## src/rtl/mmio_responder.sv

```systemverilog
// Memory-mapped peripheral: LED/switch registers, 16-bit timer with compare, sticky flags and irq.
// Define MMIO_DEBOUNCE_EN to insert a DB_CYCLES stability filter on the synchronized switches.
module mmio_responder #(
  parameter int         DB_CYCLES = 16,
  parameter logic [7:0] BASE      = 8'hF0
) (
  input  logic        clk,
  input  logic        reset,
  input  logic [7:0]  addr,
  input  logic        wr_en,
  input  logic [15:0] wr_data,
  output logic [15:0] rd_data,
  output logic        hit,
  input  logic [7:0]  sw,
  output logic [7:0]  led,
  output logic        irq
);

  logic [7:0]  led_q, led_d;
  logic [15:0] tcnt_q, tcnt_d;
  logic [15:0] tcmp_q, tcmp_d;
  logic [1:0]  stat_q, stat_d;
  logic [3:0]  ctrl_q, ctrl_d;
  logic [15:0] rd_data_q, rd_data_d;
  logic        hit_q;
  logic [7:0]  sync1_q, sync2_q;

  logic [7:0]  off;
  logic        in_range;
  logic        match_set;
  logic [7:0]  sw_acc;
  logic        sw_chg;

  // Modular offset keeps the decode correct even if the window wraps past 8'hFF.
  assign off      = addr - BASE;
  assign in_range = (off < 8'd6);

`ifdef MMIO_DEBOUNCE_EN
  localparam int CW = $clog2(DB_CYCLES + 1);

  logic [CW-1:0] db_cnt_q, db_cnt_d;
  logic [7:0]    cand_q, acc_q, acc_d;

  // cand_q tracks the last synchronized value; any change reloads the down-counter.
  assign sw_chg = (sync2_q == cand_q) && (cand_q != acc_q) && (db_cnt_q == '0);
  assign sw_acc = acc_q;

  always_comb begin
    db_cnt_d = db_cnt_q;
    acc_d    = acc_q;
    if (sync2_q != cand_q) begin
      db_cnt_d = CW'(DB_CYCLES - 1);
    end else if (cand_q != acc_q) begin
      if (db_cnt_q == '0) acc_d = cand_q;
      else                db_cnt_d = db_cnt_q - 1'b1;
    end
  end

  always_ff @(posedge clk) begin
    if (reset) begin
      db_cnt_q <= '0;
      cand_q   <= '0;
      acc_q    <= '0;
    end else begin
      db_cnt_q <= db_cnt_d;
      cand_q   <= sync2_q;
      acc_q    <= acc_d;
    end
  end
`else
  logic [31:0] db_unused;
  assign db_unused = 32'(DB_CYCLES);
  assign sw_acc    = sync2_q;
  assign sw_chg    = (sync1_q != sync2_q);
`endif

  always_comb begin
    led_d     = led_q;
    tcmp_d    = tcmp_q;
    ctrl_d    = ctrl_q;
    tcnt_d    = tcnt_q;
    match_set = 1'b0;
    if (ctrl_q[0]) begin
      if (tcnt_q == tcmp_q) begin
        match_set = 1'b1;
        tcnt_d    = ctrl_q[1] ? 16'h0000 : tcnt_q + 16'd1;
      end else begin
        tcnt_d = tcnt_q + 16'd1;
      end
    end
    stat_d = stat_q;
    if (wr_en && in_range) begin
      case (off[2:0])
        3'd0:    led_d  = wr_data[7:0];
        3'd2:    tcnt_d = wr_data;
        3'd3:    tcmp_d = wr_data;
        3'd4:    stat_d = stat_q & ~wr_data[1:0];
        3'd5:    ctrl_d = wr_data[3:0];
        default: ;
      endcase
    end
    // Set after clear so a same-edge event survives a W1C.
    stat_d = stat_d | {sw_chg, match_set};

    rd_data_d = 16'h0000;
    if (in_range) begin
      case (off[2:0])
        3'd0:    rd_data_d = {8'h00, led_q};
        3'd1:    rd_data_d = {8'h00, sw_acc};
        3'd2:    rd_data_d = tcnt_q;
        3'd3:    rd_data_d = tcmp_q;
        3'd4:    rd_data_d = {14'h0000, stat_q};
        3'd5:    rd_data_d = {12'h000, ctrl_q};
        default: rd_data_d = 16'h0000;
      endcase
    end
  end

  always_ff @(posedge clk) begin
    if (reset) begin
      led_q     <= '0;
      tcnt_q    <= '0;
      tcmp_q    <= 16'hFFFF;
      stat_q    <= '0;
      ctrl_q    <= '0;
      rd_data_q <= '0;
      hit_q     <= 1'b0;
      sync1_q   <= '0;
      sync2_q   <= '0;
    end else begin
      led_q     <= led_d;
      tcnt_q    <= tcnt_d;
      tcmp_q    <= tcmp_d;
      stat_q    <= stat_d;
      ctrl_q    <= ctrl_d;
      rd_data_q <= rd_data_d;
      hit_q     <= in_range;
      sync1_q   <= sw;
      sync2_q   <= sync1_q;
    end
  end

  assign led     = led_q;
  assign rd_data = rd_data_q;
  assign hit     = hit_q;
  assign irq     = (stat_q[0] & ctrl_q[2]) | (stat_q[1] & ctrl_q[3]);

endmodule

```

## config.mk

```make
export PLATFORM = sky130hd
export DESIGN_NAME = mmio_responder
export DESIGN_NICKNAME = d
export VERILOG_FILES = /design/src/rtl/mmio_responder.sv
export SDC_FILE = /design/constraint.sdc
export NUM_CORES = 1
export LEC_CHECK = 0
export CORE_ASPECT_RATIO = 0.9
export CORE_MARGIN = 5
export CORE_UTILIZATION = 30
export CTS_BUF_LIST = sky130_fd_sc_hd__clkbuf_2
export DETAILED_ROUTE_END_ITERATION = 16
export DONT_BUFFER_PORTS = 1
export PLACE_DENSITY = 0.48
export SLEW_MARGIN = 20
export SYNTH_ARGS = -nofsm -noshare
export SYNTH_HDL_FRONTEND = slang
export SYNTH_SLANG_ARGS = --single-unit
```

## constraint.sdc

```tcl
create_clock -name clk -period 2.85 [get_ports clk]
set_input_delay 0.57 -clock clk [delete_from_list [all_inputs] [get_ports clk]]
set_output_delay 0.57 -clock clk [all_outputs]
set_load 0.05 [all_outputs]
```

==> flow_metrics.py, run 1 <==
metrics = {
    "cts": {
        "cts_max_level": 3,
        "clock-sinks": 79,
        "clk_pin_slew_worst_paths_ps": 250,
        "cts_buffer_depth": 2,
        "cts_tree": "built",
        "clk_latency_ps": 530,
        "postCtsSetupBuffers": 0,
        "cts-root-buf": "clkbuf_2",
        "cts_buffers": 9,
    },
    "route": {
        "drt_iter0_markers": 116,
        "vias": 2376,
        "drc": 0,
        "drtAntennaViolNets": 0,
        "dr.pass1.iters": 4,
        "via_per_inst": 4.78,
        "routedWlPerCell_um": 17.7,
        "routed_wl_um": 8780,
    },
    "timing": {
        "holdWs_ps": 76.5,
        "relSlewSlack_pct": 54.2,
        "period_minus_slack_ps": 2050,
        "skew_ps": 27.4,
        "slew_viol_final": 0,
        "rsz0062_at_grt": "no",
        "setup-violations-final": 0,
        "tns_ps": 0,
        "worst_pin_slew_ps": 684,
        "timing.final.crit_share_pct": 71.9,
        "fmax_ghz": 0.488,
        "hold_viol": 0,
    },
    "pwr": {
        "p_per_area_nw_per_um2": 489,
        "power.leakage_uw": 0.00134,
        "ir_drop_mv": 0.145,
        "power.total_uw": 1840,
    },
    "critical_path": {
        "worstPathCellList": "xnor2_1 > nand4_1 > nor4_2 > a41o_1 > a211oi_2",
        "arrival_ps": 2450,
        "cp.buffers_inverters": 0,
        "cp_max_fo": 10,
        "crit_path_start_kind": "register",
        "worstSetupPathType": "reg2reg",
        "crit_slowest_cell": "a41o_1",
        "cp_top_family": "compound AO/OA/AOI/OAI gates",
        "worst-endpoint-required_ps": 3260,
        "cpPeakStageDelay_ps": 630,
        "end_kind": "register",
    },
    "cells_and_area": {
        "diodes": 0,
        "layout-drive-gt1-share_pct": 12.3,
        "area_delta_synth_final_pct": 6.68,
        "nNetsFinal": 372,
        "design_area_um2": 3780,
    },
    "die": {
        "die_w_um": 125,
        "rows": 37,
        "io_pins": 61,
        "die_h_um": 113,
        "core_area_um2": 11500,
        "start_util_pct": 30.8,
        "die_area_um2": 14100,
    },
    "yosys": {
        "ys_types": 43,
        "yosysTopAreaCellShare_pct": 44.7,
        "syn_area_per_cell_um2": 10.4,
        "async_flop_share_pct": 0,
        "syn_nets": 377,
        "yosysMostFrequentCell": "dfxtp_1",
        "ys_top_cells_by_area": "dfxtp_1, nor2b_1, mux2i_1, xnor2_1, mux4_2",
        "synth_warnings": 0,
        "synth_cells": 341,
        "yosysTopAreaCell": "dfxtp_1",
        "syn-cell-area_um2": 3540,
        "synthFlopType": "dfxtp_1",
        "synth_common_cells": "dfxtp_1, nor2b_1, nor2_1",
        "synth_edf_count": 0,
        "synth_seq_cells": 79,
        "ys_seq_area_share_pct": 44.7,
    },
    "global_routing": {
        "grt_pass1_wl_um": 14000,
        "antenna_found_initial": 0,
        "grt_max_degree": 51,
        "grtUsageTotal_pct": 12.6,
        "grt_pass1_vias": 2444,
        "grt-ovfl-total": 0,
    },
    "place": {
        "finalWeightedCongestion": 0.753,
        "placed_area_um2": 3640,
        "io_buffers": 0,
        "post-dp-hpwl_um": 6280,
    },
    "run": {
        "drv.max_cap_violation_count": 0,
    },
    "outcome": {
        "status": "complete, no violations",
    },
    "min_path": {
        "hold_path_class": "in2reg",
    },
}
## routing by layer
layer  part of all wire (%)  track usage (%)
met3                    7.1             4.81
met5                      0                0
met1                     50             17.3
met4                    1.0             3.29
met2                     42             18.5
## registers in the layout, indices dropped and copies added (netlist names)
signal   count
hit          1
sw_acc       8
stat_q       2
tcmp_q      16
rd_data     16
tcnt_q      16
sync1_q      8
led          8
ctrl_q       4
## power breakdown
| part | switching [uW] | total, uW | internal (uW) |
|---|---|---|---|
| registers | 11.7 | 1130 | 1120 |
| clock network | 430 | 645 | 215 |
| logic | 28.2 | 67.0 | 38.7 |
## cell type report
type                    instances  area [um^2]
clock buffers                   9         45.0
clock inverters                 7         80.1
fillers                      1240         7700
inverters                       5         21.3
multi-input cells             239         1840
flip-flops and latches         79         1580
well taps                     156          195
repair buffers                  2         17.5
## final timing paths
| check | startpoint | to | slack, ps | cells past startpoint |
|---|---|---|---|---|
| setup / recovery | tcnt_q[5] | tcnt_q[15] | 800 | 5 |
| hold / removal | reset | sync1_q[6] | 80 | 1 |
| hold reg to reg | sync1_q[5] | sw_acc[5] | 460 | 1 |
| setup reg to reg | tcnt_q[5] | tcnt_q[15] | 800 | 5 |
## placed cells by master (no fill, tap or decap), types with 6 or more instances in the layout
master     n
mux2i_1   22
a211oi_2  10
nand3_1   10
xor2_1    15
clkbuf_2   9
nor2_1    38
dfxtp_1   79
a211o_1   16
xnor2_1   24
nand2_1   10
mux4_2     7
nor2b_1   39
a32o_1     6
## cell families after synthesis
family | count (synthesis) | share of synthesized area (%)
mux | 31 | 11.3
buf+inv | 23 | 3.46
fa+ha+maj | 1 | 0.353
simple gates | 124 | 19.1
compound gates | 44 | 11.4
xor+xnor | 39 | 9.65
flops | 79 | 44.7
## what timing repair did
item,in CTS,in global routing
hold endpoints to repair,0,18
hold buffers,0,1
resized for setup,0,0
setup endpoints to repair,0,0
## metrics by stage
step / utilization, % / std cells / worst slack [ps]
after detailed placement: 31.7 / 480 / 684
final: 32.9 / 497 / 801
after global placement: 31.7 / 480 / 737
after CTS: 32.8 / 496 / 789
after global routing: 32.9 / 497 / 672
after floorplan: - / 341 / 1090
Power figures use the tool's default switching activity.
==> inputs of run 2 (changes only) <==
==> constraint.sdc (replaced) <==
create_clock -name clk -period 1.95 [get_ports clk]
set_input_delay 0.39 -clock clk [delete_from_list [all_inputs] [get_ports clk]]
set_output_delay 0.39 -clock clk [all_outputs]
set_load 0.05 [all_outputs]
==> run 2 against run 1 <==
Power increased by 49%; sequential share of layout area decreased by 4.1 points; count of clock-buffer cells in the layout unchanged; largest power group unchanged; utilization increased by 3.7 points; register-to-register slack got worse by 690 ps; worst hold slack got worse by 23 ps; clock skew increased by 7.0 ps; via count increased by 7.8%; setup slack got worse by 690 ps; largest cell class unchanged; combinational power increased to 2.7 times the previous value.
==> flow_metrics.py, run 2 (synthesis gave the netlist of run 1 again) <==
metrics = {
    "outcome": {
        "status": "complete, no violations",
    },
    "pwr": {
        "power.leakage_uw": 0.00155,
        "p_per_area_nw_per_um2": 654,
        "intPower_uw": 1960,
        "power_switching_uw": 787,
        "ir_drop_mv": 0.258,
        "seq_power_share_pct": 60.3,
        "pwr-share-clk_pct": 33.1,
        "sw_frac_of_total_pct": 28.7,
        "pwr-share-comb_pct": 6.6,
    },
    "critical_path": {
        "crit_path_start_kind": "register",
        "rr_worst_depth": 6,
        "cp_max_fo": 6,
        "cpPeakStageDelay_ps": 420,
        "worst-path-stages": 6,
        "worst-endpoint-required_ps": 2400,
        "r2r_start": "tcmp_q[12]",
        "worstSetupPathType": "reg2reg",
        "ff2ff_setup_slack_ps": 110,
        "cp-startpoint": "tcmp_q[12]",
        "worstPathCellList": "xnor2_2 > nand4_1 > nor4_2 > buf_4 > nand3_2 > a32o_1",
        "end_kind": "register",
        "cp_top_family": "simple AND/OR/NAND/NOR gates",
        "cp.buffers_inverters": 1,
        "crit_slowest_cell": "nor4_2",
        "arrival_ps": 2300,
    },
    "global_routing": {
        "antenna_found_initial": 0,
        "grt_max_degree": 47,
        "grt_pass1_wl_um": 14600,
        "grt-ovfl-total": 0,
        "grt_pass1_vias": 2701,
        "grtUsageTotal_pct": 13.1,
    },
    "route": {
        "drt_iter0_markers": 124,
        "routed_wl_um": 9090,
        "via_per_inst": 4.73,
        "drc": 0,
        "vias": 2561,
        "dr.pass1.iters": 4,
        "routedWlPerCell_um": 16.8,
        "drtAntennaViolNets": 0,
    },
    "min_path": {
        "holdPathStages": 2,
        "hold_path_class": "in2reg",
        "hold_start": "wr_data[4]",
    },
    "cts": {
        "cts_max_level": 3,
        "postCtsSetupBuffers": 0,
        "cts_tree": "built",
        "cts-root-buf": "clkbuf_2",
        "clk_latency_ps": 540,
        "clock-sinks": 79,
        "clk_pin_slew_worst_paths_ps": 240,
        "cts_buffer_depth": 2,
        "cts_buffers": 9,
    },
    "place": {
        "place_ws_ps": -67.0,
        "post-dp-hpwl_um": 6310,
        "io_buffers": 0,
        "finalWeightedCongestion": 0.807,
    },
    "timing": {
        "worst_pin_slew_ps": 632,
        "timing.final.crit_share_pct": 94.5,
        "slew_viol_final": 0,
        "setup-violations-final": 0,
        "period_minus_slack_ps": 1840,
        "holdWs_ps": 53.1,
        "relSlewSlack_pct": 57.7,
        "skew_ps": 34.4,
        "layout_setup_ws_ps": 108,
        "tns_ps": 0,
        "fmax_ghz": 0.543,
        "hold_viol": 0,
        "rsz0062_at_grt": "no",
    },
    "die": {
        "die_w_um": 125,
        "start_util_pct": 30.8,
        "rows": 37,
        "die_h_um": 113,
        "io_pins": 61,
        "die_area_um2": 14100,
        "core_area_um2": 11500,
    },
    "cells_and_area": {
        "final_cell_mix": "dfxtp_1, nor2b_1, nor2_1",
        "post-route-util_pct": 36.6,
        "layout-drive-gt1-share_pct": 16.4,
        "area_delta_synth_final_pct": 18.7,
        "final_common_cell": "dfxtp_1",
        "nNetsFinal": 416,
        "diodes": 0,
    },
    "run": {
        "drv.max_cap_violation_count": 0,
    },
}
-- run 2: changes by cell type in the layout (fill, tap and decap cells not counted), sizes merged --
cell         before  now
buf               1   16
bufinv            1    0
clkinv            2    1
dlygate4sd3       1   30
inv               8   10
-- run 2: final timing paths --
kind                      to
setup / recovery  tcnt_q[12]
hold / removal     tcnt_q[4]
setup reg to reg  tcnt_q[12]
hold reg to reg    sw_acc[5]
-- run 2: metal layers --
layer / part of all wire [%] / vias to the layer above / global-route usage [%]
li1: - / 1275 / -
met1: 51 / 1216 / 18.9
met2: 42 / 66 / 19.1
met3: 5.5 / 4 / 3.96
met4: 0.65 / 0 / 3.07
met5: 0 / - / 0
-- run 2: power groups by stage --
stage	sequential (uW)	combinational (uW)	clock, uW
detailed placement	1690	96.2	0
global route	1660	195	1040
floorplan	1680	106	0
finish	1660	180	909
CTS	1660	178	944
global placement	1690	95.3	0
-- run 2: worst register-to-register path: cells and delay by family, from the launching register on --
kind	cells	cell delay, ps
xor gates and xnor gates	1	210
AOI/OAI and AO/OA	1	260
and+or+nand+nor	3	730
DFF	1	400
buffers and inverters	1	190
-- run 2: per-stage QoR --
| step | instance area [um^2] | total power, uW | instances |
|---|---|---|---|
| floorplan | 3540 | 1790 | 341 |
| global placement | 3750 | 1780 | 494 |
| detailed placement | 3750 | 1780 | 494 |
| CTS | 4160 | 2780 | 538 |
| global route | 4200 | 2890 | 541 |
| finish | 4200 | 2750 | 541 |
-- run 2: area by class of cell --
type | count | area [um^2]
Fill cell | 1192 | 7280
Multi-Input combinational cell | 239 | 1840
Sequential cell | 79 | 1590
Timing Repair Buffer | 46 | 433
Tap cell | 156 | 195
Clock inverter | 7 | 75.1
Clock buffer | 9 | 45.0
Inverter | 5 | 21.3
-- run 2: timing repair --
item / in CTS / in global routing
resized for setup: 1 / 5
cloned: 0 / 0
hold endpoints to repair: 67 / 3
setup endpoints to repair: 8 / 8
hold buffers: 28 / 3
==> inputs of run 3 (changes only) <==
--- a/config.mk
+++ b/config.mk
@@ -12,7 +12,7 @@
 export DETAILED_ROUTE_END_ITERATION = 16
 export DONT_BUFFER_PORTS = 1
 export PLACE_DENSITY = 0.48
-export SLEW_MARGIN = 20
+export SLEW_MARGIN = 0
 export SYNTH_ARGS = -nofsm -noshare
 export SYNTH_HDL_FRONTEND = slang
 export SYNTH_SLANG_ARGS = --single-unit
==> results of run 3 <==
Final layout, timing and power as in run 2 (identical DEF).
